**src/rtl/online_comp_sequencer.sv**
```systemverilog
// Control sequencer for the unrolled digit-serial online arithmetic core:
// pipeline fill, triangular COMP/REST residual schedule, multi-vector jobs.
module online_comp_sequencer #(
  parameter int UNROLL = 64,
  parameter int DELAY  = 2,
  parameter int DW     = 2,
  parameter int LANES  = 1,
  parameter int AW     = 7,
  parameter int CW     = 11
) (
  input  logic                clk,
  input  logic                asyn_reset,
  input  logic                enable_comp,
  input  logic                start,
  input  logic [7:0]          n_vec,
  input  logic [CW-1:0]       iter_len,
  input  logic [LANES*DW-1:0] x_in,
  input  logic [LANES*DW-1:0] y_in,
  output logic [LANES*DW-1:0] x_value,
  output logic [LANES*DW-1:0] y_value,
  output logic                enable,
  output logic                add_enable,
  output logic                res_enable,
  output logic                finish_vec,
  output logic                done,
  output logic                busy,
  output logic [CW-1:0]       counter,
  output logic [CW-1:0]       shift_cnt,
  output logic [AW-1:0]       rest_cycle,
  output logic [AW-1:0]       rd_addr
);

  typedef enum logic [2:0] {IDLE, FILL, COMP, REST, DONE} state_t;

  localparam logic [CW-1:0] FILL_LAST = CW'(UNROLL + DELAY - 1);
  localparam logic [AW-1:0] ACC_MAX   = {AW{1'b1}};

  state_t                state_reg;
  logic [CW-1:0]         counter_reg;
  logic [AW-1:0]         accum_reg;
  logic [AW-1:0]         rest_reg;
  logic [7:0]            vec_cnt_reg;
  logic [7:0]            n_vec_reg;
  logic [CW-1:0]         iter_len_reg;
  logic [LANES*DW-1:0]   x_reg;
  logic [LANES*DW-1:0]   y_reg;

  logic                  last_rest;
  logic                  last_digit;
  logic [AW-1:0]         accum_next;

  assign last_rest  = (state_reg == REST) && (rest_reg == '0);
  assign last_digit = (counter_reg == iter_len_reg - CW'(1));
  // accum saturates so the residual read address can never wrap
  assign accum_next = (accum_reg == ACC_MAX) ? accum_reg : accum_reg + AW'(1);

  always_ff @(posedge clk or posedge asyn_reset) begin
    if (asyn_reset) begin
      state_reg    <= IDLE;
      counter_reg  <= '0;
      accum_reg    <= '0;
      rest_reg     <= '0;
      vec_cnt_reg  <= '0;
      n_vec_reg    <= '0;
      iter_len_reg <= '0;
      x_reg        <= '0;
      y_reg        <= '0;
    end else if (enable_comp) begin
      case (state_reg)
        IDLE: begin
          if (start) begin
            n_vec_reg    <= (n_vec == 8'd0) ? 8'd1 : n_vec;
            iter_len_reg <= (iter_len == '0) ? CW'(1) : iter_len;
            vec_cnt_reg  <= '0;
            counter_reg  <= '0;
            state_reg    <= FILL;
          end
        end
        FILL: begin
          x_reg <= x_in;
          y_reg <= y_in;
          if (counter_reg == FILL_LAST) begin
            counter_reg <= '0;
            accum_reg   <= AW'(1);
            rest_reg    <= AW'(1);
            state_reg   <= COMP;
          end else begin
            counter_reg <= counter_reg + CW'(1);
          end
        end
        COMP: begin
          x_reg     <= x_in;
          y_reg     <= y_in;
          rest_reg  <= accum_reg - AW'(1);
          state_reg <= REST;
        end
        REST: begin
          if (rest_reg != '0) begin
            rest_reg <= rest_reg - AW'(1);
          end else if (last_digit) begin
            if (vec_cnt_reg + 8'd1 == n_vec_reg) begin
              state_reg <= DONE;
            end else begin
              vec_cnt_reg <= vec_cnt_reg + 8'd1;
              counter_reg <= '0;
              state_reg   <= FILL;
            end
          end else begin
            counter_reg <= counter_reg + CW'(1);
            accum_reg   <= accum_next;
            rest_reg    <= accum_next;
            state_reg   <= COMP;
          end
        end
        DONE: begin
          counter_reg <= '0;
          state_reg   <= IDLE;
        end
        default: state_reg <= IDLE;
      endcase
    end
  end

  assign busy       = (state_reg != IDLE);
  assign res_enable = busy;
  assign enable     = (state_reg == FILL) || (state_reg == COMP);
  assign add_enable = (state_reg == COMP) || last_rest;
  assign finish_vec = enable_comp && last_rest && last_digit;
  assign done       = enable_comp && (state_reg == DONE);
  assign rd_addr    = (state_reg == REST) ? (accum_reg - rest_reg) : '0;
  assign counter    = counter_reg;
  assign rest_cycle = rest_reg;
  assign x_value    = x_reg;
  assign y_value    = y_reg;

  always_comb begin
    shift_cnt = '0;
    case (state_reg)
      FILL:       shift_cnt = FILL_LAST - counter_reg;
      COMP, REST: shift_cnt = iter_len_reg - CW'(1) - counter_reg;
      default:    shift_cnt = '0;
    endcase
  end

endmodule

```
**config.mk**
```make
export PLATFORM = sky130hd
export DESIGN_NAME = online_comp_sequencer
export DESIGN_NICKNAME = d
export VERILOG_FILES = /design/src/rtl/online_comp_sequencer.sv
export SDC_FILE = /design/constraint.sdc
export NUM_CORES = 1
export LEC_CHECK = 0
export ABC_AREA = 1
export BUFFER_PORTS_ARGS = -buffer_cell sky130_fd_sc_hd__buf_2
export CAP_MARGIN = 10
export CORE_ASPECT_RATIO = 0.6
export CORE_MARGIN = 2
export CORE_UTILIZATION = 45
export DETAILED_ROUTE_END_ITERATION = 7
export PLACE_DENSITY = 0.65
export REMOVE_ABC_BUFFERS = 1
export SLEW_MARGIN = 30
export SYNTH_ARGS = -nofsm -noshare
export SYNTH_HDL_FRONTEND = slang
export SYNTH_SLANG_ARGS = --single-unit
```
**constraint.sdc**
```tcl
create_clock -name clk -period 4.1 [get_ports clk]
set_clock_uncertainty 0.2 [all_clocks]
set_input_delay 0 -clock clk [delete_from_list [all_inputs] [get_ports clk]]
set_output_delay 0 -clock clk [all_outputs]
set_load 0.005 [all_outputs]
```
==> key figures, run 1 <==
Setup path
  • Worst-path fanout max: 13
  • RR Endpoint: counter[3]
  • CP top delay family: simple AND/OR/NAND/NOR gates
  • Reg2Reg Launch Point: iter_len_reg[0]
  • Crit-path slowest cell: ha_1
  • Arrival time of the worst setup path: 3.35 ns
  • Worst path required time: 4.17 ns
  • CP most frequent cell: nand2_1
  • Startpoint Class: flop
  • Worst Setup Path Type: reg -> reg
  • Crit-path cells: inv_1 -> nand3_1 -> nor3_1 -> nand2_1 -> nor2_1 -> xor2_1 -> ha_1 -> nand2_1 -> nor2_1 -> nand2_1 -> nor2_1 -> nand3_4 -> nor2_4 -> nand4_4 -> nand2_2 -> nand2_1 -> nand2_1
  • Worst Reg2Reg Path Length in Cells: 17
  • Worst Path Buf+Inv: 1
  • R2R Setup Slk: 0.82 ns
  • Max stage delay on crit path: 0.40 ns
  • Crit. End Element: flop

Logic synthesis
  • Dominant register cell in the synthesized netlist: dfrtp_1
  • Syn Inst Count: 698
  • Number of synthesized flops with an enable pin: 0
  • Seq/Total Area, Yosys: 30.6%
  • Async set-reset flop share out of synthesis: 100%
  • Syn. warnings: 0
  • Area of the mapped netlist: 0.00482 sq mm
  • Avg Cell Area, Syn: 6.90 sq um
  • Yosys cell types: 47
  • Register bit count reported by yosys: 59

Hold path
  • Hold depth: 6
  • Worst hold path class: in -> reg
  • Hold Startpoint: start
  • Hold Path End: state_reg[1]

Power and ir drop
  • Leak: 2.93 nW
  • VDD IR max: 0.315 mV
  • PwrDens: 689 mW/mm^2
  • Design Power: 0.00402 W

Clock network
  • Root buffer cell: clkbuf_16
  • # clock sinks: 59
  • Cts repair resizes: 0
  • Cts bufs inserted: 9
  • Maximum clock path buffer count: 2
  • H-tree level count: 3
  • Clk pin slew, worst setup/hold paths: 0.05 ns
  • CTS tree: yes
  • Worst skew pair latency: 0.33 ns

Routing
  • Final ANT Viol Nets: 0
  • Vias per cell: 5.37
  • WL/cell: 15.3 um
  • Initial DRC Count: 358
  • Wirelength, routed: 14300 um
  • Vias: 5015
  • DRC: 0
  • Initial DRT Pass Iterations: 6

Final layout
  • Fillers: 959
  • Final #Nets: 845
  • N_diodes: 0
  • Share of cells above drive strength 1: 16.6%
  • Synth-to-layout area growth: 21.1%

Global route
  • Largest net degree at the start of global routing: 38
  • Initial antenna violation count: 0
  • Congestion Overflow GR: 0
  • Total GRT Usage: 25.8%
  • Vias in the first global route: 4564
  • First-pass GRT wire length: 23300 um

Timing
  • Achievable Freq: 305 MHz
  • Final setup violating endpoints: 0
  • Final hold violations: 0
  • Final min period: 3.28 ns
  • Slew headroom: 64.9%
  • RSZ-0062 raised after global routing: false
  • Post-route setup TNS: 0 ns
  • Slew @ Worst Pin: 0.526 ns
  • Final Cycle Share: 79.9%
  • Max-slew violations: 0

Job
  • Maximum capacitance violations: 0

Run status
  • Outcome: completed

Die
  • Die Ht: 84.2 um
  • Core Area: 0.0105 sq mm
  • Site Rows: 29
  • Ports: 73
  • Die area: 0.0116 sq mm
  • Die Wd: 138 um
  • Starting Density: 46.0%

Place
  • DPL Wire Length: 10800 um
  • IO Port Bufs: 72
  • Routability Congestion: 0.952
[tightest hold or removal path: stages]
cell,delay [ns]
buf_2,0.09
nand2_1,0.08
o21ai_0,0.08
nand2_1,0.10
inv_2,0.10
o22ai_1,0.08
[cells by family after synthesis]
group / share of synthesized area (%)
xor+xnor: 4.91
simple gates: 34.2
flops: 30.6
fa+ha+maj: 7.06
mux: 0.935
buf+inv: 8.57
compound gates: 13.7
[what timing repair did]
item | CTS | global route
hold buffers | 25 | 0
endpoints found under the hold margin | 48 | 0
setup buffers | 0 | 0
[layout by cell type, fill, tap and decap left out, drive strengths merged, types with 7 or more instances in the layout]
| master | n |
|---|---|
| inv | 86 |
| nand2 | 196 |
| o22ai | 7 |
| o21ai | 59 |
| nand3 | 64 |
| xor2 | 23 |
| nor2 | 53 |
| dfrtp | 59 |
| a21oi | 43 |
| buf | 74 |
| clkbuf | 12 |
| nand4 | 18 |
| nor3 | 15 |
| ha | 24 |
| dlygate4sd3 | 25 |
[area by class of cell]
cell class | count | area [sq um] | share of cell area (%)
clock buffers | 12 | 267 | 4.57
clock inverters | 2 | 35.0 | 0.600
inverters | 87 | 327 | 5.59
multi-input cells | 536 | 2930 | 50.2
flip-flops and latches | 59 | 1480 | 25.3
well taps | 139 | 174 | 2.98
repair buffers | 99 | 626 | 10.7
[worst max path at each step]
stage,cells after the start,slack (ns),startpoint,end
5_1_grt,18,0.55,iter_len_reg[0],counter[4]
3_3_place_gp,18,0.97,iter_len_reg[0],counter[0]
4_1_cts,18,0.84,iter_len_reg[0],counter[6]
2_1_floorplan,18,1.23,iter_len_reg[2],counter[6]
3_5_place_dp,18,0.86,iter_len_reg[0],counter[6]
6_report,17,0.82,iter_len_reg[0],counter[3]
[per-stage QoR]
step	instance area (sq um)	instances	hold slack (ns)	util [%]	setup slack, ns
detailed placement	5290	895	-0.143	50.4	0.863
floorplan	4730	682	-0.0918	-	1.23
global placement	5290	895	-0.149	50.4	0.969
global route	5840	934	0.103	55.7	0.545
CTS	5840	934	0.0290	55.7	0.840
finish	5840	934	0.0464	55.7	0.823
[power by group]
| part | leakage [nW] | switching [W] | total (W) | internal, W |
|---|---|---|---|---|
| Sequential | 0.764 | 0.000179 | 0.000935 | 0.000756 |
| Clock | 0.151 | 0.000261 | 0.000773 | 0.000512 |
| Combinational | 2.01 | 0.00147 | 0.00232 | 0.000850 |
[cells in the mapped netlist (5+ instances only)]
| cell | n | area [sq um] |
|---|---|---|
| a21oi_1 | 42 | 210 |
| buf_2 | 6 | 30.0 |
| clkbuf_1 | 6 | 22.5 |
| dfrtp_1 | 59 | 1480 |
| ha_1 | 24 | 300 |
| inv_1 | 76 | 285 |
| inv_2 | 10 | 37.5 |
| nand2_1 | 187 | 702 |
| nand2_2 | 6 | 37.5 |
| nand3_1 | 61 | 305 |
| nand4_1 | 16 | 100 |
| nor2_1 | 41 | 154 |
| nor2_2 | 7 | 43.8 |
| nor2_4 | 5 | 56.3 |
| nor3_1 | 15 | 75.1 |
| o21ai_0 | 54 | 270 |
| o21ai_1 | 5 | 25.0 |
| o22ai_1 | 7 | 43.8 |
| xor2_1 | 23 | 201 |
[metal layers]
metal,wire length (um),GRT usage (%),up-vias
met4,95,4.59,0
met3,1100,5.62,11
li1,-,-,2513
met2,5610,34.8,209
met1,7450,41.7,2282
met5,0,0,-
Power figures use the tool's default switching activity.
==> inputs of run 2 (changes only) <==
Settings changed: PLACE_DENSITY 0.65 to 0.68.
Clock period 4.1 ns to 2.9 ns, I/O delays scaled along.
==> run 2 against run 1 <==
Effect of this change: the run now ends with negative setup slack left; non-clock buffer count up 48; combinational power up 90%; clock power up 47%; critical path type is now reg -> out; critical endpoint is now shift_cnt[9]; largest cell class unchanged; highest routed layer unchanged.
==> key figures, run 2 (synthesized netlist as in run 1, its figures left out) <==
Setup path
  • Worst-path fanout max: 4
  • Crit-path cells: or2_1 -> nor3_4 -> xor2_1 -> ha_1 -> buf_6 -> nand2_4 -> nor2_2 -> nand3_1 -> nand4_1 -> a21oi_2 -> o21ai_2 -> o21ai_1 -> buf_2
  • Crit. path cell count: 13
  • Worst Reg2Reg Path Length in Cells: 19
  • Startpoint Class: flop
  • Worst Path Buf+Inv: 2
  • Crit-path slowest cell: dfrtp_1
  • Critical Path Start: iter_len_reg[7]
  • R2R Setup Slk: -0.10 ns
  • Max stage delay on crit path: 0.47 ns
  • Worst path required time: 2.70 ns
  • RR Endpoint: counter[6]
  • Critical Path End: shift_cnt[9]
  • Reg2Reg Launch Point: iter_len_reg[0]
  • Crit. End Element: output pin
  • CP top delay family: simple AND/OR/NAND/NOR gates
  • Arrival time of the worst setup path: 2.87 ns
  • Worst Setup Path Type: reg -> out

Place
  • DPL Wire Length: 11100 um
  • IO Port Bufs: 72
  • Routability Congestion: 0.900
  • Dpl cell area: 0.00551 sq mm
  • Placement Setup Slack: -0.124 ns
  • Placed insts: 925

Timing
  • Slew headroom: 58.1%
  • Final min period: 3.07 ns
  • Post-route setup TNS: -1.58 ns
  • Final hold violations: 0
  • Final WS setup: -0.173 ns
  • Final Cycle Share: 106%
  • Slew @ Worst Pin: 0.629 ns
  • Achievable Freq: 325 MHz
  • RSZ-0062 raised after global routing: true
  • Max-slew violations: 0
  • Final setup violating endpoints: 19

Global route
  • Congestion Overflow GR: 0
  • Total GRT Usage: 28.0%
  • GR met1 Demand/Resource: 41.4%
  • First-pass GRT wire length: 25100 um
  • Grt met3 use: 6.76%
  • Met2 Track Usage GR: 41.2%
  • Most crowded layer after global routing: met1
  • Initial antenna violation count: 0
  • Vias in the first global route: 4933
  • Largest net degree at the start of global routing: 48

Clock network
  • Root buffer cell: clkbuf_16
  • H-tree level count: 3
  • CTS tree: yes
  • Cts bufs inserted: 9
  • Clk pin slew, worst setup/hold paths: 0.05 ns
  • Maximum clock path buffer count: 2
  • Worst skew pair latency: 0.34 ns
  • # clock sinks: 59

Routing
  • Vias per cell: 5.47
  • WL/cell: 16.5 um
  • Final ANT Viol Nets: 0
  • Wirelength, routed: 16200 um
  • DRC: 0
  • Vias: 5379
  • Initial DRT Pass Iterations: 5
  • Initial DRC Count: 433

Hold path
  • Worst hold path class: in -> reg

Final layout
  • Util after Layout: 63.8%
  • Most frequent cells in the layout: 173 x nand2_1, 72 x buf_2, 68 x inv_1
  • Design Area, Final: 0.00669 sq mm
  • Share of cells above drive strength 1: 29.6%
  • Most common cell after layout, fill and taps aside: nand2_1
  • Final #Nets: 893
  • N_diodes: 0
  • Synth-to-layout area growth: 38.8%
  • Finished Layout Cells: 984

Power and ir drop
  • PwrDens: 1030 mW/mm^2
  • VDD IR max: 0.501 mV
  • Leak: 3.24 nW

Die
  • Die area: 0.0116 sq mm
  • Site Rows: 29
  • Starting Density: 46.0%
  • Core Area: 0.0105 sq mm
  • Die Wd: 138 um
  • Die Ht: 84.2 um
  • Ports: 73

Run status
  • Failing checks: negative setup slack
  • Outcome: finished with violations

Job
  • Maximum capacitance violations: 0
run 2: worst min path at each step:
stage | cells past startpoint | slack (ns) | endpoint | from
4_1_cts | 6 | 0.05 | state_reg[1] | start
6_report | 6 | 0.06 | state_reg[1] | start
3_5_place_dp | 2 | -0.07 | iter_len_reg[6] | asyn_reset
5_1_grt | 6 | 0.11 | state_reg[1] | start
3_3_place_gp | 3 | 0.03 | iter_len_reg[6] | iter_len[6]
2_1_floorplan | 2 | -0.09 | finish_vec | enable_comp
run 2: per-layer routing:
layer	wire length [um]	vias up
li1	-	2587
met1	7580	2535
met2	7140	229
met3	1250	28
met4	225	0
met5	0	-
run 2: report_power, final:
| group | total (W) | switching [W] | internal, W | leakage, nW |
|---|---|---|---|---|
| clock | 0.00114 | 0.000394 | 0.000749 | 0.150 |
| sequential | 0.00134 | 0.000268 | 0.00107 | 0.764 |
| combinational | 0.00441 | 0.00259 | 0.00182 | 2.32 |
run 2: worst register-to-register path: cells and delay by family, from the launching register on:
| kind | cells | cell delay [ns] |
|---|---|---|
| and+or+nand+nor | 13 | 1.32 |
| buffers and inverters | 4 | 0.53 |
| DFF | 1 | 0.38 |
| adders and majority gates | 1 | 0.31 |
| xor gates and xnor gates | 1 | 0.15 |
run 2: per-stage QoR:
step	hold slack, ns	total power [W]
final	0.0592	0.00689
after global routing	0.107	0.00736
after detailed placement	-0.0737	0.00472
after CTS	0.0461	0.00623
after floorplan	-0.0918	0.00353
after global placement	0.0256	0.00464
run 2: layout make-up:
| cell class | instances | area (sq um) |
|---|---|---|
| timing repair buffer | 147 | 1050 |
| sequential | 59 | 1480 |
| clock buffer | 11 | 233 |
| tap | 139 | 174 |
| fill | 917 | 3800 |
| multi-input combinational | 536 | 3340 |
| clock inverter | 5 | 77.6 |
| inverter | 87 | 337 |
run 2: repair_timing:
| item | 4_1_cts | 5_1_grt |
|---|---|---|
| gates cloned | 0 | 0 |
| setup buffers | 11 | 8 |
| pin swaps | 34 | 30 |
| endpoints found under the hold margin | 74 | 0 |
| resized for setup | 49 | 61 |
| hold buffers | 25 | 0 |
| setup endpoints to repair | 39 | 45 |
